## config.mk

```make
export PLATFORM = sky130hd
export DESIGN_NAME = alu_issue_stage
export DESIGN_NICKNAME = d
export VERILOG_FILES = /design/src/rtl/alu_issue_pkg.sv /design/src/rtl/alu_issue_stage_fwd.sv /design/src/rtl/alu_issue_stage.sv
export SDC_FILE = /design/constraint.sdc
export NUM_CORES = 1
export LEC_CHECK = 0
export CORE_ASPECT_RATIO = 1.5
export CORE_MARGIN = 3
export CORE_UTILIZATION = 44
export CTS_CLUSTER_SIZE = 25
export DETAILED_ROUTE_END_ITERATION = 7
export PLACE_DENSITY = 0.82
export SYNTH_ARGS = -nofsm -noshare
export SYNTH_HDL_FRONTEND = slang
export SYNTH_SLANG_ARGS = --single-unit
```

## constraint.sdc

```tcl
create_clock -name CLK -period 2.86 [get_ports CLK]
set_clock_uncertainty 0.15 [all_clocks]
set_input_delay 0.429 -clock CLK [delete_from_list [all_inputs] [get_ports CLK]]
set_output_delay 0.429 -clock CLK [all_outputs]
set_load 0.005 [all_outputs]
```

## src/rtl/alu_issue_pkg.sv

```systemverilog
// Shared encodings and the issue-entry record for the ALU issue stage.
// The ALU_ISSUE_SKID_EN build option is consumed by alu_issue_stage.
package alu_issue_pkg;

  localparam int XLEN   = 32;
  localparam int REG_AW = 5;
  localparam int SEL_W  = 5;

  // Operand source selects
  localparam logic OP1_RS1 = 1'b0;
  localparam logic OP1_PC  = 1'b1;
  localparam logic OP2_RS2 = 1'b0;
  localparam logic OP2_IMM = 1'b1;

  // ALU SELECT codes: {func7[0], func7[5], func3}
  typedef enum logic [SEL_W-1:0] {
    ALU_ADD    = 5'b00000,
    ALU_SLL    = 5'b00001,
    ALU_SLT    = 5'b00010,
    ALU_SLTU   = 5'b00011,
    ALU_XOR    = 5'b00100,
    ALU_SRL    = 5'b00101,
    ALU_OR     = 5'b00110,
    ALU_AND    = 5'b00111,
    ALU_SUB    = 5'b01000,
    ALU_SRA    = 5'b01101,
    ALU_MUL    = 5'b10000,
    ALU_MULH   = 5'b10001,
    ALU_MULHSU = 5'b10010,
    ALU_MULHU  = 5'b10011,
    ALU_DIV    = 5'b10100,
    ALU_DIVU   = 5'b10101,
    ALU_REM    = 5'b10110,
    ALU_REMU   = 5'b10111
  } alu_sel_e;

  // One instruction as held in the stage. data1/data2 already carry the
  // selected operand (PC/IMM or register value).
  typedef struct packed {
    logic [SEL_W-1:0]  sel;
    logic              op1_sel;
    logic              op2_sel;
    logic [REG_AW-1:0] rs1;
    logic [REG_AW-1:0] rs2;
    logic [REG_AW-1:0] rd;
    logic [XLEN-1:0]   data1;
    logic [XLEN-1:0]   data2;
    logic [XLEN-1:0]   pc;
  } entry_t;

  // Replace register-sourced operands with their forwarded values;
  // PC/IMM operands pass through untouched.
  function automatic entry_t resolve(input entry_t e,
                                     input logic [XLEN-1:0] fwd1,
                                     input logic [XLEN-1:0] fwd2);
    entry_t r;
    r = e;
    if (e.op1_sel == OP1_RS1) r.data1 = fwd1;
    if (e.op2_sel == OP2_RS2) r.data2 = fwd2;
    return r;
  endfunction

endpackage

```

## src/rtl/alu_issue_stage_fwd.sv

```systemverilog
// Combinational forwarding mux: EX/MEM beats MEM/WB, x0 is never forwarded.
module alu_fwd_mux
  import alu_issue_pkg::*;
(
  input  logic [REG_AW-1:0] addr,
  input  logic [XLEN-1:0]   rf,
  input  logic              exm_we,
  input  logic [REG_AW-1:0] exm_rd,
  input  logic [XLEN-1:0]   exm_data,
  input  logic              mwb_we,
  input  logic [REG_AW-1:0] mwb_rd,
  input  logic [XLEN-1:0]   mwb_data,
  output logic [XLEN-1:0]   data
);

  // Priority select of the freshest producer of addr
  always_comb begin
    data = rf;
    if (exm_we && (exm_rd == addr) && (addr != '0)) begin
      data = exm_data;
    end else if (mwb_we && (mwb_rd == addr) && (addr != '0)) begin
      data = mwb_data;
    end
  end

endmodule

```

## src/rtl/alu_issue_stage.sv

```systemverilog
// ID/EX issue stage feeding the ALU: operand select, RAW forwarding,
// valid/ready handshake with flush and stall-time operand refresh.
// Build option ALU_ISSUE_SKID_EN adds a 1-entry skid buffer and a
// registered IN_READY.
module alu_issue_stage
  import alu_issue_pkg::*;
(
  input  logic              CLK,
  input  logic              RESET,
  input  logic              FLUSH,
  input  logic              IN_VALID,
  output logic              IN_READY,
  input  logic [SEL_W-1:0]  IN_SELECT,
  input  logic              IN_OP1_SEL,
  input  logic              IN_OP2_SEL,
  input  logic [REG_AW-1:0] IN_RS1_ADDR,
  input  logic [REG_AW-1:0] IN_RS2_ADDR,
  input  logic [REG_AW-1:0] IN_RD_ADDR,
  input  logic [XLEN-1:0]   IN_RS1_DATA,
  input  logic [XLEN-1:0]   IN_RS2_DATA,
  input  logic [XLEN-1:0]   IN_IMM,
  input  logic [XLEN-1:0]   IN_PC,
  input  logic              EXM_WE,
  input  logic [REG_AW-1:0] EXM_RD,
  input  logic [XLEN-1:0]   EXM_DATA,
  input  logic              MWB_WE,
  input  logic [REG_AW-1:0] MWB_RD,
  input  logic [XLEN-1:0]   MWB_DATA,
  output logic              OUT_VALID,
  input  logic              OUT_READY,
  output logic [XLEN-1:0]   DATA1,
  output logic [XLEN-1:0]   DATA2,
  output logic [SEL_W-1:0]  SELECT,
  output logic [REG_AW-1:0] OUT_RD_ADDR,
  output logic [XLEN-1:0]   OUT_PC
);

  entry_t in_entry, main_reg, main_next, main_src, main_res;
  logic   out_valid_reg, out_valid_next;
  logic   advance, accept;

  logic [REG_AW-1:0] main_addr [2];
  logic [XLEN-1:0]   main_rf   [2];
  logic [XLEN-1:0]   main_fwd  [2];

  // Incoming instruction with PC/IMM already substituted
  always_comb begin
    in_entry         = '0;
    in_entry.sel     = IN_SELECT;
    in_entry.op1_sel = IN_OP1_SEL;
    in_entry.op2_sel = IN_OP2_SEL;
    in_entry.rs1     = IN_RS1_ADDR;
    in_entry.rs2     = IN_RS2_ADDR;
    in_entry.rd      = IN_RD_ADDR;
    in_entry.data1   = (IN_OP1_SEL == OP1_PC)  ? IN_PC  : IN_RS1_DATA;
    in_entry.data2   = (IN_OP2_SEL == OP2_IMM) ? IN_IMM : IN_RS2_DATA;
    in_entry.pc      = IN_PC;
  end

  assign advance = !out_valid_reg || OUT_READY;
  assign accept  = IN_VALID && IN_READY;

  // Main muxes see the incoming entry when the output advances, otherwise
  // the held entry so its operands are refreshed in place.
  assign main_src     = advance ? in_entry : main_reg;
  assign main_addr[0] = main_src.rs1;
  assign main_addr[1] = main_src.rs2;
  assign main_rf[0]   = main_src.data1;
  assign main_rf[1]   = main_src.data2;
  assign main_res     = resolve(main_src, main_fwd[0], main_fwd[1]);

  genvar gi;
  generate
    for (gi = 0; gi < 2; gi++) begin : g_main_fwd
      alu_fwd_mux u_fwd (
        .addr     (main_addr[gi]),
        .rf       (main_rf[gi]),
        .exm_we   (EXM_WE),
        .exm_rd   (EXM_RD),
        .exm_data (EXM_DATA),
        .mwb_we   (MWB_WE),
        .mwb_rd   (MWB_RD),
        .mwb_data (MWB_DATA),
        .data     (main_fwd[gi])
      );
    end
  endgenerate

`ifdef ALU_ISSUE_SKID_EN
  entry_t skid_reg, skid_next, skid_src, skid_res;
  logic   skid_full_reg, skid_full_next;
  logic   in_ready_reg;

  logic [REG_AW-1:0] skid_addr [2];
  logic [XLEN-1:0]   skid_rf   [2];
  logic [XLEN-1:0]   skid_fwd  [2];

  // Skid muxes refresh a parked entry, or capture the incoming one when empty
  assign skid_src     = skid_full_reg ? skid_reg : in_entry;
  assign skid_addr[0] = skid_src.rs1;
  assign skid_addr[1] = skid_src.rs2;
  assign skid_rf[0]   = skid_src.data1;
  assign skid_rf[1]   = skid_src.data2;
  assign skid_res     = resolve(skid_src, skid_fwd[0], skid_fwd[1]);

  generate
    for (gi = 0; gi < 2; gi++) begin : g_skid_fwd
      alu_fwd_mux u_fwd (
        .addr     (skid_addr[gi]),
        .rf       (skid_rf[gi]),
        .exm_we   (EXM_WE),
        .exm_rd   (EXM_RD),
        .exm_data (EXM_DATA),
        .mwb_we   (MWB_WE),
        .mwb_rd   (MWB_RD),
        .mwb_data (MWB_DATA),
        .data     (skid_fwd[gi])
      );
    end
  endgenerate

  // IN_READY comes straight from a flop: no path from OUT_READY
  assign IN_READY = in_ready_reg;

  // Next-state for main output register and skid entry
  always_comb begin
    main_next      = main_reg;
    out_valid_next = out_valid_reg;
    skid_next      = skid_reg;
    skid_full_next = skid_full_reg;
    if (FLUSH) begin
      out_valid_next = 1'b0;
      skid_full_next = 1'b0;
    end else if (advance) begin
      if (skid_full_reg) begin
        main_next      = skid_res;
        out_valid_next = 1'b1;
        skid_full_next = 1'b0;
      end else begin
        out_valid_next = accept;
        if (accept) main_next = main_res;
      end
    end else begin
      main_next = main_res;
      if (skid_full_reg || accept) begin
        skid_next      = skid_res;
        skid_full_next = 1'b1;
      end
    end
  end

  // Skid entry and registered ready
  always_ff @(posedge CLK) begin
    if (RESET) begin
      skid_reg      <= '0;
      skid_full_reg <= 1'b0;
      in_ready_reg  <= 1'b1;
    end else begin
      skid_reg      <= skid_next;
      skid_full_reg <= skid_full_next;
      in_ready_reg  <= !skid_full_next;
    end
  end
`else
  assign IN_READY = !out_valid_reg || OUT_READY;

  // Next-state for the output register: load, refresh or hold
  always_comb begin
    main_next      = main_reg;
    out_valid_next = out_valid_reg;
    if (FLUSH) begin
      out_valid_next = 1'b0;
    end else if (advance) begin
      out_valid_next = accept;
      if (accept) main_next = main_res;
    end else begin
      main_next = main_res;
    end
  end
`endif

  // Output register
  always_ff @(posedge CLK) begin
    if (RESET) begin
      main_reg      <= '0;
      out_valid_reg <= 1'b0;
    end else begin
      main_reg      <= main_next;
      out_valid_reg <= out_valid_next;
    end
  end

  assign OUT_VALID   = out_valid_reg;
  assign DATA1       = main_reg.data1;
  assign DATA2       = main_reg.data2;
  assign SELECT      = main_reg.sel;
  assign OUT_RD_ADDR = main_reg.rd;
  assign OUT_PC      = main_reg.pc;

endmodule

```

After elaboration in Yosys (flattened, before gate mapping). Index checks and enable logic that the tools add are counted. Widths: inputs -> output; s select.

Logic and storage cells: 42. Input bits: 231. Bits in registers: 119. Output and inout port bits: 108.

Reduce and logical (&&, ||, !) cells: 15. Mux-type cells: 11. Eq/ne operators: 5. Bitwise gates (word level): 1.

Operators by type and width (number): $mux 118 (3); $mux 32 (8); $eq 5x5->1 (4); $reduce_bool 5->1 (2); $logic_and 1x1->1 (9); $ne 2x1->1 const B (1); $reduce_and 2->1 (1); $reduce_or 2->1 (1); $logic_not 1->1 (1); $logic_or 1x1->1 (1); $not 1->1 (1).

Depth between registers and ports, before layout. Gate-level depths: netlist of the first run.

Depth in word-level cells: 11. Gate-level depth with buffers: 12.

Hierarchy. From an unflattened synthesis of the first run, not the netlist that was laid out.

Cells, all modules: 1224. Area total of the unflattened synthesis: 9334.0 um^2.

Modules (own cells, without submodules): alu_issue_stage (area each 7126.8 um^2, times used 1, cells each 828); alu_fwd_mux (area each 1103.6 um^2, times used 2, cells each 198).

Worst setup path after synthesis of the first run. Ideal clock, no wire load.

Path kind: in2reg. Start: input OUT_READY. End: register main_reg, in the netlist DATA1[24]. Arrival time: 2.313 ns. Setup time: 0.143 ns. Data required time: 2.567 ns. Slack: 0.254 ns. Cell stages on the path: 11. Buffers on the path: 3. Path through: nor2b_2 > buf_6 > inv_4 > mux2_4 > a211oi_2 > nor4b_4 > o2bb2a_1 > buf_6 > buf_2 > o211ai_1 > a211oi_2.

Longest elaborated chain between the ends: 10.

RTL lines: from (decl) (line alu_issue_stage.sv:30) `input logic OUT_READY,`; $logic_or 1x1->1 * (line alu_issue_stage.sv:60, alu_issue_stage.sv:165); $mux 118 (line alu_issue_stage.sv:65) `assign main_src = advance ? in_entry : main_reg;`; $eq 5x5->1 (line alu_issue_stage_fwd.sv:21) `end else if (mwb_we && (mwb_rd == addr) && (addr != '0)) begin`; $logic_and 1x1->1 (2 in a row) (line alu_issue_stage_fwd.sv:21); $mux 32 (line alu_issue_stage_fwd.sv:21); $mux 32 (line alu_issue_stage_fwd.sv:19) `if (exm_we && (exm_rd == addr) && (addr != '0)) begin`; $mux 32 (line alu_issue_pkg.sv:58) `if (e.op1_sel == OP1_RS1) r.data1 = fwd1;`; $mux 118 (line alu_issue_stage.sv:175) `if (accept) main_next = main_res;`; $mux 118 (line alu_issue_stage.sv:173) `end else if (advance) begin`; to (signal assigned) (line alu_issue_stage.sv:188) `main_reg <= main_next;`; to (decl) (line alu_issue_stage.sv:38) `entry_t in_entry, main_reg, main_next, main_src, main_res;`.

Mark *: on every way between the ends. The rest lies on a longest branch, timed or not. The select of a mux whose other input is x is not followed. A chain may end at the register's enable or synchronous reset.

Worst setup path in the final report of the first run.
Start: register out_valid_reg (netlist: OUT_VALID). End: register main_reg, in the netlist DATA1[19].

Longest elaborated chain between the ends: 11.

RTL lines: from (decl) (line alu_issue_stage.sv:39) `logic out_valid_reg, out_valid_next;`; from (signal assigned) (line alu_issue_stage.sv:189) `out_valid_reg <= out_valid_next;`; $logic_not 1->1 * (line alu_issue_stage.sv:60, alu_issue_stage.sv:165); $logic_or 1x1->1 * (line alu_issue_stage.sv:60, alu_issue_stage.sv:165); $mux 118 (line alu_issue_stage.sv:65); $eq 5x5->1 (line alu_issue_stage_fwd.sv:21); $logic_and 1x1->1 (2 in a row) (line alu_issue_stage_fwd.sv:21); $mux 32 (line alu_issue_stage_fwd.sv:21); $mux 32 (line alu_issue_stage_fwd.sv:19); $mux 32 (line alu_issue_pkg.sv:58); $mux 118 (line alu_issue_stage.sv:175); $mux 118 (line alu_issue_stage.sv:173).

Marks and branches as above.

==> results of run 1 <==
layout make-up:
| type | count | area (sq um) |
|---|---|---|
| clock buffer | 22 | 474.2 |
| inverter | 43 | 163.9 |
| fill | 1574 | 5904 |
| clock inverter | 9 | 123.9 |
| sequential | 119 | 2384 |
| tap | 248 | 310.3 |
| timing repair buffer | 429 | 4252 |
| multi-input combinational | 705 | 4556 |
power breakdown:
group	switching (mW)	total [mW]	leakage (nW)	internal (mW)
clock	0.786	2.21	0.299	1.43
sequential	0.0902	1.86	0.978	1.77
combinational	0.633	1.43	3.80	0.795
total	1.51	5.50	5.08	3.99
worst max-delay path: stages, from the launching register on:
cell and delay [ps]:
dfxtp_2 350, nor2b_4 180, inv_4 60, mux2_4 300, buf_4 140, a211oi_2 220, nor4b_4 260, buf_4 170
nor4_4 50, buf_12 170, a221o_1 340, a221oi_2 260
cell usage in the layout, fill, tap and decap left out, types with 15 or more instances in the layout:
| cell | netlist | routed |
|---|---|---|
| clkdlybuf4s50_1 | 0 | 334 |
| nand2_1 | 180 | 179 |
| dfxtp_1 | 119 | 118 |
| mux2i_1 | 104 | 103 |
| a21oi_1 | 99 | 99 |
| buf_4 | 108 | 75 |
| inv_1 | 42 | 42 |
| o21ai_0 | 42 | 42 |
| nor2_1 | 43 | 40 |
| o22ai_1 | 40 | 40 |
| o211ai_1 | 26 | 26 |
| a221oi_1 | 26 | 24 |
| a211o_1 | 23 | 23 |
| clkbuf_16 | 0 | 17 |
| a211oi_2 | 15 | 16 |
| nor3_1 | 15 | 15 |
| buf_12 | 0 | 15 |
worst paths after layout:
| path | from | end | slack [ps] | cells past startpoint |
|---|---|---|---|---|
| max | OUT_VALID$_SDFFE_PP0N_ | DATA1[19]$_SDFFE_PP0P_ | 130 | 11 |
| min | OUT_PC[24]$_SDFFE_PP0P_ | OUT_PC[24]$_SDFFE_PP0P_ | 300 | 2 |
| max reg2reg | OUT_VALID$_SDFFE_PP0N_ | DATA1[19]$_SDFFE_PP0P_ | 130 | 11 |
| min reg2reg | OUT_PC[24]$_SDFFE_PP0P_ | OUT_PC[24]$_SDFFE_PP0P_ | 300 | 2 |
repair_timing:
item                       4_1_cts  5_1_grt
setup endpoints to repair       26       54
gates cloned                     0        1
pin swaps                        1        2
setup buffers                    2        1
resized for setup                0       10
logic make-up after synthesis:
| logic type | count (synthesis) |
|---|---|
| AOI/OAI and AO/OA | 304 |
| xor gates and xnor gates | 13 |
| buffers and inverters | 234 |
| DFF | 119 |
| muxes | 111 |
| and+or+nand+nor | 276 |
metal layers:
layer | up-vias | wire length [microns] | GRT usage, %
li1 | 4159 | - | -
met1 | 4157 | 11800 | 33.94
met2 | 491 | 17140 | 56.80
met3 | 113 | 2390 | 6.595
met4 | 0 | 2443 | 21.08
met5 | - | 0 | 0
per-stage QoR:
stage / hold WS, ps / cells / instance area (sq um)
2_1_floorplan: 286.7 / 1057 / 8233
3_3_place_gp: 290.9 / 1540 / 11570
3_5_place_dp: 296.5 / 1540 / 11570
4_1_cts: 303.8 / 1573 / 12200
5_1_grt: 315.8 / 1575 / 12260
6_report: 301.0 / 1575 / 12260
==> results_dict.tcl, run 1 <==
set metrics [dict create \
    hold_viol_final 0 \
    synth-compound-area-share_pct 24.83 \
    cts_tree "done" \
    drt_wl_total_microns 33780 \
    yosys.area.top_type_share_pct 28.94 \
    post-route-drc-count 0 \
    synthesis.nets 1288 \
    grt_pass1_wl_microns 51230 \
    hp-class "reg -> reg" \
    period_share_pct 95.63 \
    finalMaxSlewViolations 0 \
    viasPerCell 5.663 \
    drt_iter0_markers 660 \
    power_mw 5.502 \
    wl_per_cell_microns 21.45 \
    grt_pass1_vias 9061 \
    fin_crit_ps 2735 \
    root_buffer "clkbuf_16" \
    async_flop_share_pct 0 \
    syn_avg_cell_area_sq_um 7.789 \
    timing.slew.headroom_pct 61.77 \
    ys_types 55 \
    path_max_fanout 17 \
    finalSetupViolations 0 \
    ir_worst_vdd_v 0.0003754 \
    synth_simple_gate_area_share_pct 14.48 \
    diodes 0 \
    synth_top_family_by_area "compound AO/OA/AOI/OAI gates" \
    utilization_pct 67.50 \
    drive_gt1_share_pct 12.43 \
    gp_congestion 0.9322 \
    synthMuxAreaShare_pct 13.65 \
    rows 60 \
    ant_nets 0 \
    synth_commonest_cells "nand2_1, dfxtp_1, buf_4" \
    grt_setup_unrepaired "false" \
    worstMarginPinSlew_ps 573.4 \
    synth-adder-area-share_pct 0 \
    grt_usage_pct 31.96 \
    timing.fmax_mhz 365.6 \
    numClockSinks 119 \
    vias 8920 \
    crit_type "reg -> reg" \
    cp-start-kind "register" \
    cts.path.max_buffers 2 \
    initial_core_util_pct 45.32 \
    clk-insertion-delay-late_ps 410 \
    required_ps 3040 \
    setup_ws_ps 125.1 \
    htreeDepth 4 \
    die_x_microns 117.7 \
    chipHeight_microns 173.5 \
    yosys_register_bits 119 \
    synth_ff_type "dfxtp_1" \
    synth.most_common_cell "nand2_1" \
    critPathCaptureType "register" \
    synth_warnings 0 \
    grt_overflow 0 \
    netlist_area_sq_um 8233 \
    dp_hpwl_microns 25950 \
    dr.pass1.iters 5 \
    cts_hold_buf 0 \
    cap_violations 0 \
    die_area_sq_um 20420 \
    dpl_worst_slack_ps -676.7 \
    synth_cells 1057 \
    synth_top_cell_by_area "dfxtp_1" \
    grt_max_degree 59 \
    clkTransAtPathRegs_ps 60 \
    p_per_area_nw_per_um2 448.7 \
    coreArea_sq_um 18170 \
    cts_inserted_buffers 17 \
    synth-xor-area-share_pct 1.383 \
    antenna_found_initial 0 \
    portBuffers 338 \
    leakage_nw 5.081 \
    io_pins 339 \
    arrival_ps 2920 \
    synth_edf_count 0 \
    ys_seq_area_share_pct 28.94 \
    setup_tns_ps 0 \
    status "finished clean" \
    area_growth_syn_to_layout_pct 48.95 \
    netlist_top_cells_area "dfxtp_1, mux2i_1, buf_4" \
    nets 1546 \
]
Power figures use the tool's default switching activity.
==> inputs of run 2 (changes only) <==
- CORE_UTILIZATION: 44 -> 40
- PLACE_DENSITY: 0.82 -> 0.78
- clock period: 2.86 -> 2.3 ns (I/O delays scaled with it)
==> run 2 against run 1 <==
Compared with the run above:
- largest power group unchanged
- worst setup slack got worse by 490 ps
- the run now ends with setup timing left
- first-iteration DRC count increased by 42%
- sequential power grew 24%
- die area grew 9.6%
- wire length up 13%
- clock-buffer cell count is 5 lower
- cell count grew 5.0%
- via count up 6.3%
- utilization up 1.4 points
- critical path depth down 2
- total power is 30% higher
==> results_dict.tcl, run 2 (same netlist as run 1, synthesis figures left out) <==
set metrics [dict create \
    status "finished, violations left" \
    violations "setup timing" \
    timing.slew.headroom_pct 58.93 \
    p_per_area_nw_per_um2 519.7 \
    vias 9481 \
    drive_gt1_share_pct 22.92 \
    final_cell_mix "clkdlybuf4s50_1, nand2_1, dfxtp_1" \
    layout_commonest_cell "clkdlybuf4s50_1" \
    hp-class "reg -> reg" \
    coreArea_sq_um 20020 \
    cts.path.max_buffers 2 \
    grt_setup_unrepaired "true" \
    initial_core_util_pct 41.12 \
    die_x_microns 123.1 \
    antenna_found_initial 3 \
    gp_congestion 0.9659 \
    drt_iter0_markers 938 \
    slowest_stage "or3_4" \
    crit_type "reg -> reg" \
    finalMaxSlewViolations 0 \
    clk-insertion-delay-late_ps 420 \
    path_max_fanout 5 \
    fillCellCount 1562 \
    cp-start-kind "register" \
    crit_family "simple AND/OR/NAND/NOR gates" \
    grt_max_degree 56 \
    leakage_nw 5.637 \
    period_share_pct 115.7 \
    grt_overflow 0 \
    required_ps 2480 \
    die_area_sq_um 22380 \
    cap_violations 0 \
    io_pins 339 \
    finalSetupViolations 63 \
    viasPerCell 5.732 \
    rows 63 \
    hold_viol_final 0 \
    grt_usage_pct 32.06 \
    ant_nets 0 \
    htreeDepth 4 \
    area_growth_syn_to_layout_pct 67.46 \
    critPathCaptureType "register" \
    worstMarginPinSlew_ps 616.1 \
    dp_hpwl_microns 26690 \
    drt_wl_total_microns 38120 \
    numClockSinks 119 \
    worstPathCellList "or3_4 > or3_4 > a21oi_4 > nor4b_4 > buf_4 > and2_4 > buf_4 > a221o_1 > a221oi_2" \
    power_mw 7.165 \
    arrival_ps 2840 \
    cts_hold_buf 0 \
    nets 1611 \
    clkTransAtPathRegs_ps 60 \
    cts_tree "done" \
    final-seq-area_sq_um 2392 \
    wl_per_cell_microns 23.05 \
    utilization_pct 68.86 \
    timing.fmax_mhz 375.9 \
    cts_inserted_buffers 17 \
    crit_buf_inv 2 \
    setup_ws_ps -360.4 \
    grt_pass1_wl_microns 54940 \
    portBuffers 338 \
    grt_pass1_vias 9688 \
    fin_crit_ps 2660 \
    post-route-drc-count 0 \
    ir_worst_vdd_v 0.0004757 \
    dr.pass1.iters 5 \
    root_buffer "clkbuf_16" \
    slowest_delay_ps 410 \
    multi_input_comb_area_sq_um 5256 \
    chipHeight_microns 181.7 \
]
==> run 2: worst min-delay path, stage by stage (launching register included) <==
cell and delay [ps]:
dfxtp_1 310, nand2_1 50, a21oi_1 50
==> run 2: routing by layer <==
layer	part of all wire, %	up-vias	global-route usage [%]
met3	7.6	131	7.136
li1	-	4313	-
met1	35	4514	33.77
met2	51	521	56.01
met4	6.7	2	21.02
met5	0.021	-	0
==> run 2: path summary, 6_finish.rpt <==
kind                                                  from                      end  slack, ps  depth (start not counted)
worst max-delay path            main_reg[106]$_SDFFE_PP0P_    DATA1[7]$_SDFFE_PP0P_       -360                          9
worst min-delay path               OUT_PC[25]$_SDFFE_PP0P_  OUT_PC[25]$_SDFFE_PP0P_        300                          2
worst max register to register  main_reg[106]$_SDFFE_PP0P_    DATA1[7]$_SDFFE_PP0P_       -360                          9
worst min register to register     OUT_PC[25]$_SDFFE_PP0P_  OUT_PC[25]$_SDFFE_PP0P_        300                          2
==> run 2: what timing repair did <==
item                                   4_1_cts  5_1_grt
buffers inserted                            26       12
resized for setup                           98       60
pin swaps                                   47       25
endpoints found under the hold margin        0        0
gates cloned                                10        4
setup endpoints to repair                   65       82
==> run 2: final cells by class <==
type	count	share of cell area (%)
multi-input combinational	708	38.12
timing repair buffer	491	36.59
sequential	119	17.35
clock buffer	17	3.086
tap	260	2.360
clock inverter	14	1.261
inverter	43	1.189
antenna	2	0.03630
==> run 2: power by group <==
part           leakage [nW]  internal [mW]  switching [mW]  total (mW)
Sequential            0.980           2.20           0.111        2.31
Clock                 0.294           1.71            1.08        2.79
Combinational          4.36           1.14           0.925        2.07
Total                  5.64           5.05            2.12        7.17
==> run 2: stage by stage <==
step | cells | TNS, ps | hold slack [ps] | worst slack [ps] | area (sq um)
after global routing | 1654 | -18250 | 319.5 | -443.3 | 13790
final | 1654 | -10410 | 303.7 | -360.4 | 13790
after global placement | 1579 | -52190 | 291.6 | -694.5 | 11900
after floorplan | 1057 | -3175 | 286.7 | -152.6 | 8356
after detailed placement | 1579 | -55320 | 297.1 | -753.5 | 11900
after CTS | 1640 | -9787 | 287.6 | -340.2 | 13370
==> inputs of run 3 (changes only) <==
- CELL_PAD_IN_SITES_DETAIL_PLACEMENT: unset -> 0
- CELL_PAD_IN_SITES_GLOBAL_PLACEMENT: unset -> 1
- CORE_UTILIZATION: 40 -> 28
- CTS_BUF_LIST: unset -> sky130_fd_sc_hd__clkbuf_4 sky130_fd_sc_hd__clkbuf_8
- GPL_TIMING_DRIVEN: unset -> 0
- PLACE_DENSITY: 0.78 -> unset
- PLACE_DENSITY_LB_ADDON: unset -> 0.1
==> run 3 against run 2 <==
Compared with the run above:
- the flow still finishes with violations (setup timing)
- global-route usage decreased by 7.2 points
- die area increased by 41%
- clock-buffer cell count increased by 2
- clock power decreased by 26%
- first-iteration DRC count decreased by 44%
- maximum frequency decreased by 5.8%
- utilization decreased by 20 points
- cell count increased by 13%
- register-to-register slack got worse by 160 ps
- critical path depth increased by 3
- worst setup slack got worse by 160 ps
- critical endpoint is now DATA1[2]$_SDFFE_PP0P_
- highest routed layer unchanged
==> results_dict.tcl, run 3 (same netlist as run 1, synthesis figures left out) <==
set metrics [dict create \
    antenna_found_initial 6 \
    grt_usage_pct 24.86 \
    die_area_sq_um 31540 \
    r2r-end "DATA1[2]$_SDFFE_PP0P_" \
    grt_setup_unrepaired "true" \
    timing.fmax_mhz 354.0 \
    numClockSinks 119 \
    path_max_fanout 10 \
    grt_overflow 0 \
    hp-class "in -> reg" \
    chipHeight_microns 216.0 \
    critPathCaptureType "register" \
    ant_nets 0 \
    arrival_ps 3010 \
    fin_crit_ps 2825 \
    crit_family "compound AO/OA/AOI/OAI gates" \
    crit_type "reg -> reg" \
    leakage_nw 5.801 \
    htreeDepth 4 \
    crit_buf_inv 5 \
    drt_iter0_markers 521 \
    die_x_microns 146.0 \
    violations "setup timing" \
    rows 76 \
    dpl.cell_count 1782 \
    finalMaxSlewViolations 0 \
    rrSetupSlack_ps -520 \
    cts_hold_buf 0 \
    portBuffers 335 \
    timing.slew.headroom_pct 39.55 \
    period_share_pct 122.8 \
    hold_viol_final 0 \
    dr.pass1.iters 5 \
    ir_worst_vdd_v 0.0003562 \
    status "finished, violations left" \
    initial_core_util_pct 28.57 \
    utilization_pct 49.15 \
    cts_inserted_buffers 17 \
    wl_per_cell_microns 22.00 \
    ff2ff_path_depth 12 \
    clkTransAtPathRegs_ps 80 \
    instances_no_fill 1865 \
    gp_congestion 0.9125 \
    worstMarginPinSlew_ps 906.7 \
    cp_num_cells 12 \
    post-route-drc-count 0 \
    required_ps 2480 \
    setup_ws_ps -525.0 \
    endpoint "DATA1[2]$_SDFFE_PP0P_" \
    crit_start "OUT_VALID$_SDFFE_PP0N_" \
    fillCellCount 2889 \
    finalSetupViolations 65 \
    clk-insertion-delay-late_ps 470 \
    area_growth_syn_to_layout_pct 72.01 \
    layout_commonest_cell "clkdlybuf4s50_1" \
    cts.path.max_buffers 2 \
    dpl_worst_slack_ps -1417 \
    drive_gt1_share_pct 24.52 \
    dp_hpwl_microns 30900 \
    grt_pass1_vias 9527 \
    r2r-start "OUT_VALID$_SDFFE_PP0N_" \
    root_buffer "clkbuf_8" \
    nets 1690 \
    cts_tree "done" \
    worstPathCellList "nor2b_4 > buf_6 > buf_4 > a221oi_1 > a2bb2oi_1 > nor4b_4 > buf_4 > nor4_4 > buf_12 > buf_12 > a221oi_4 > a211oi_2" \
    slowest_stage "a221oi_4" \
    final_cell_mix "clkdlybuf4s50_1, nand2_1, buf_4" \
    cap_violations 0 \
    grt_max_degree 17 \
    final_cell_area_sq_um 14160 \
    vias 9420 \
    io_pins 339 \
    placed_area_sq_um 12200 \
    drt_wl_total_microns 41040 \
    slowest_delay_ps 390 \
    coreArea_sq_um 28810 \
    viasPerCell 5.051 \
    grt_pass1_wl_microns 59420 \
    p_per_area_nw_per_um2 455.2 \
    cp-start-kind "register" \
]
-- run 3: cell count changes in the layout (fill, tap and decap cells not counted), moves of 10 or more --
cell       previous run  this run
a221oi_2             17         4
a221oi_4              9        22
buf_4               101       137
clkbuf_1              0        23
clkbuf_16            21         6
clkbuf_2              0        10
clkbuf_8              0        21
-- run 3: what timing repair did --
action                                  in CTS  in global routing
resized for setup                          161                106
pin swaps                                   38                 35
buffers inserted                            38                 15
endpoints found under the setup margin     120                112
cloned                                       7                  2
-- run 3: worst min path at each step --
stage | start | cells after the start | to | slack, ps
2_1_floorplan | OUT_PC[0]$_SDFFE_PP0P_ | 2 | OUT_PC[0]$_SDFFE_PP0P_ | 290
3_3_place_gp | OUT_PC[30]$_SDFFE_PP0P_ | 2 | OUT_PC[30]$_SDFFE_PP0P_ | 290
5_1_grt | IN_RD_ADDR[4] | 3 | OUT_RD_ADDR[4]$_SDFFE_PP0P_ | 260
3_5_place_dp | OUT_PC[5]$_SDFFE_PP0P_ | 2 | OUT_PC[5]$_SDFFE_PP0P_ | 300
6_report | RESET | 2 | OUT_VALID$_SDFFE_PP0N_ | 210
4_1_cts | RESET | 2 | OUT_VALID$_SDFFE_PP0N_ | 200
-- run 3: stage by stage --
stage | hold WS (ps) | setup TNS [ps] | total power, mW
floorplan | 286.7 | -3175 | 3.206
global placement | 292.6 | -142360 | 4.203
detailed placement | 296.6 | -145680 | 4.214
CTS | 197.3 | -23200 | 6.432
global route | 256.0 | -26040 | 6.732
finish | 211.2 | -22740 | 6.446
-- run 3: power by group --
part / total, mW / leakage (nW) / internal (mW) / switching (mW)
clock: 2.06 / 0.191 / 1.03 / 1.03
sequential: 2.30 / 0.980 / 2.19 / 0.102
combinational: 2.10 / 4.63 / 1.17 / 0.923
total: 6.45 / 5.80 / 4.39 / 2.05
-- run 3: area by class of cell --
type	instances	area, sq um	share of cell area, %
Buffer	183	1461	10.32
Sequential cell	119	2391	16.88
Inverter	43	166.4	1.175
Timing Repair Buffer	391	4025	28.42
Clock buffer	19	261.5	1.847
Tap cell	390	488.0	3.446
Multi-Input combinational cell	704	5214	36.82
Clock inverter	13	146.4	1.034
Antenna cell	3	7.507	0.05301
-- run 3: per-layer routing --
layer / up-vias / global-route usage [%] / share of wire (%)
met5: - / 0 / 0.11
met4: 6 / 11.39 / 4.4
met3: 86 / 4.453 / 4.7
met2: 332 / 46.08 / 53
met1: 4519 / 27.36 / 38
li1: 4477 / - / -
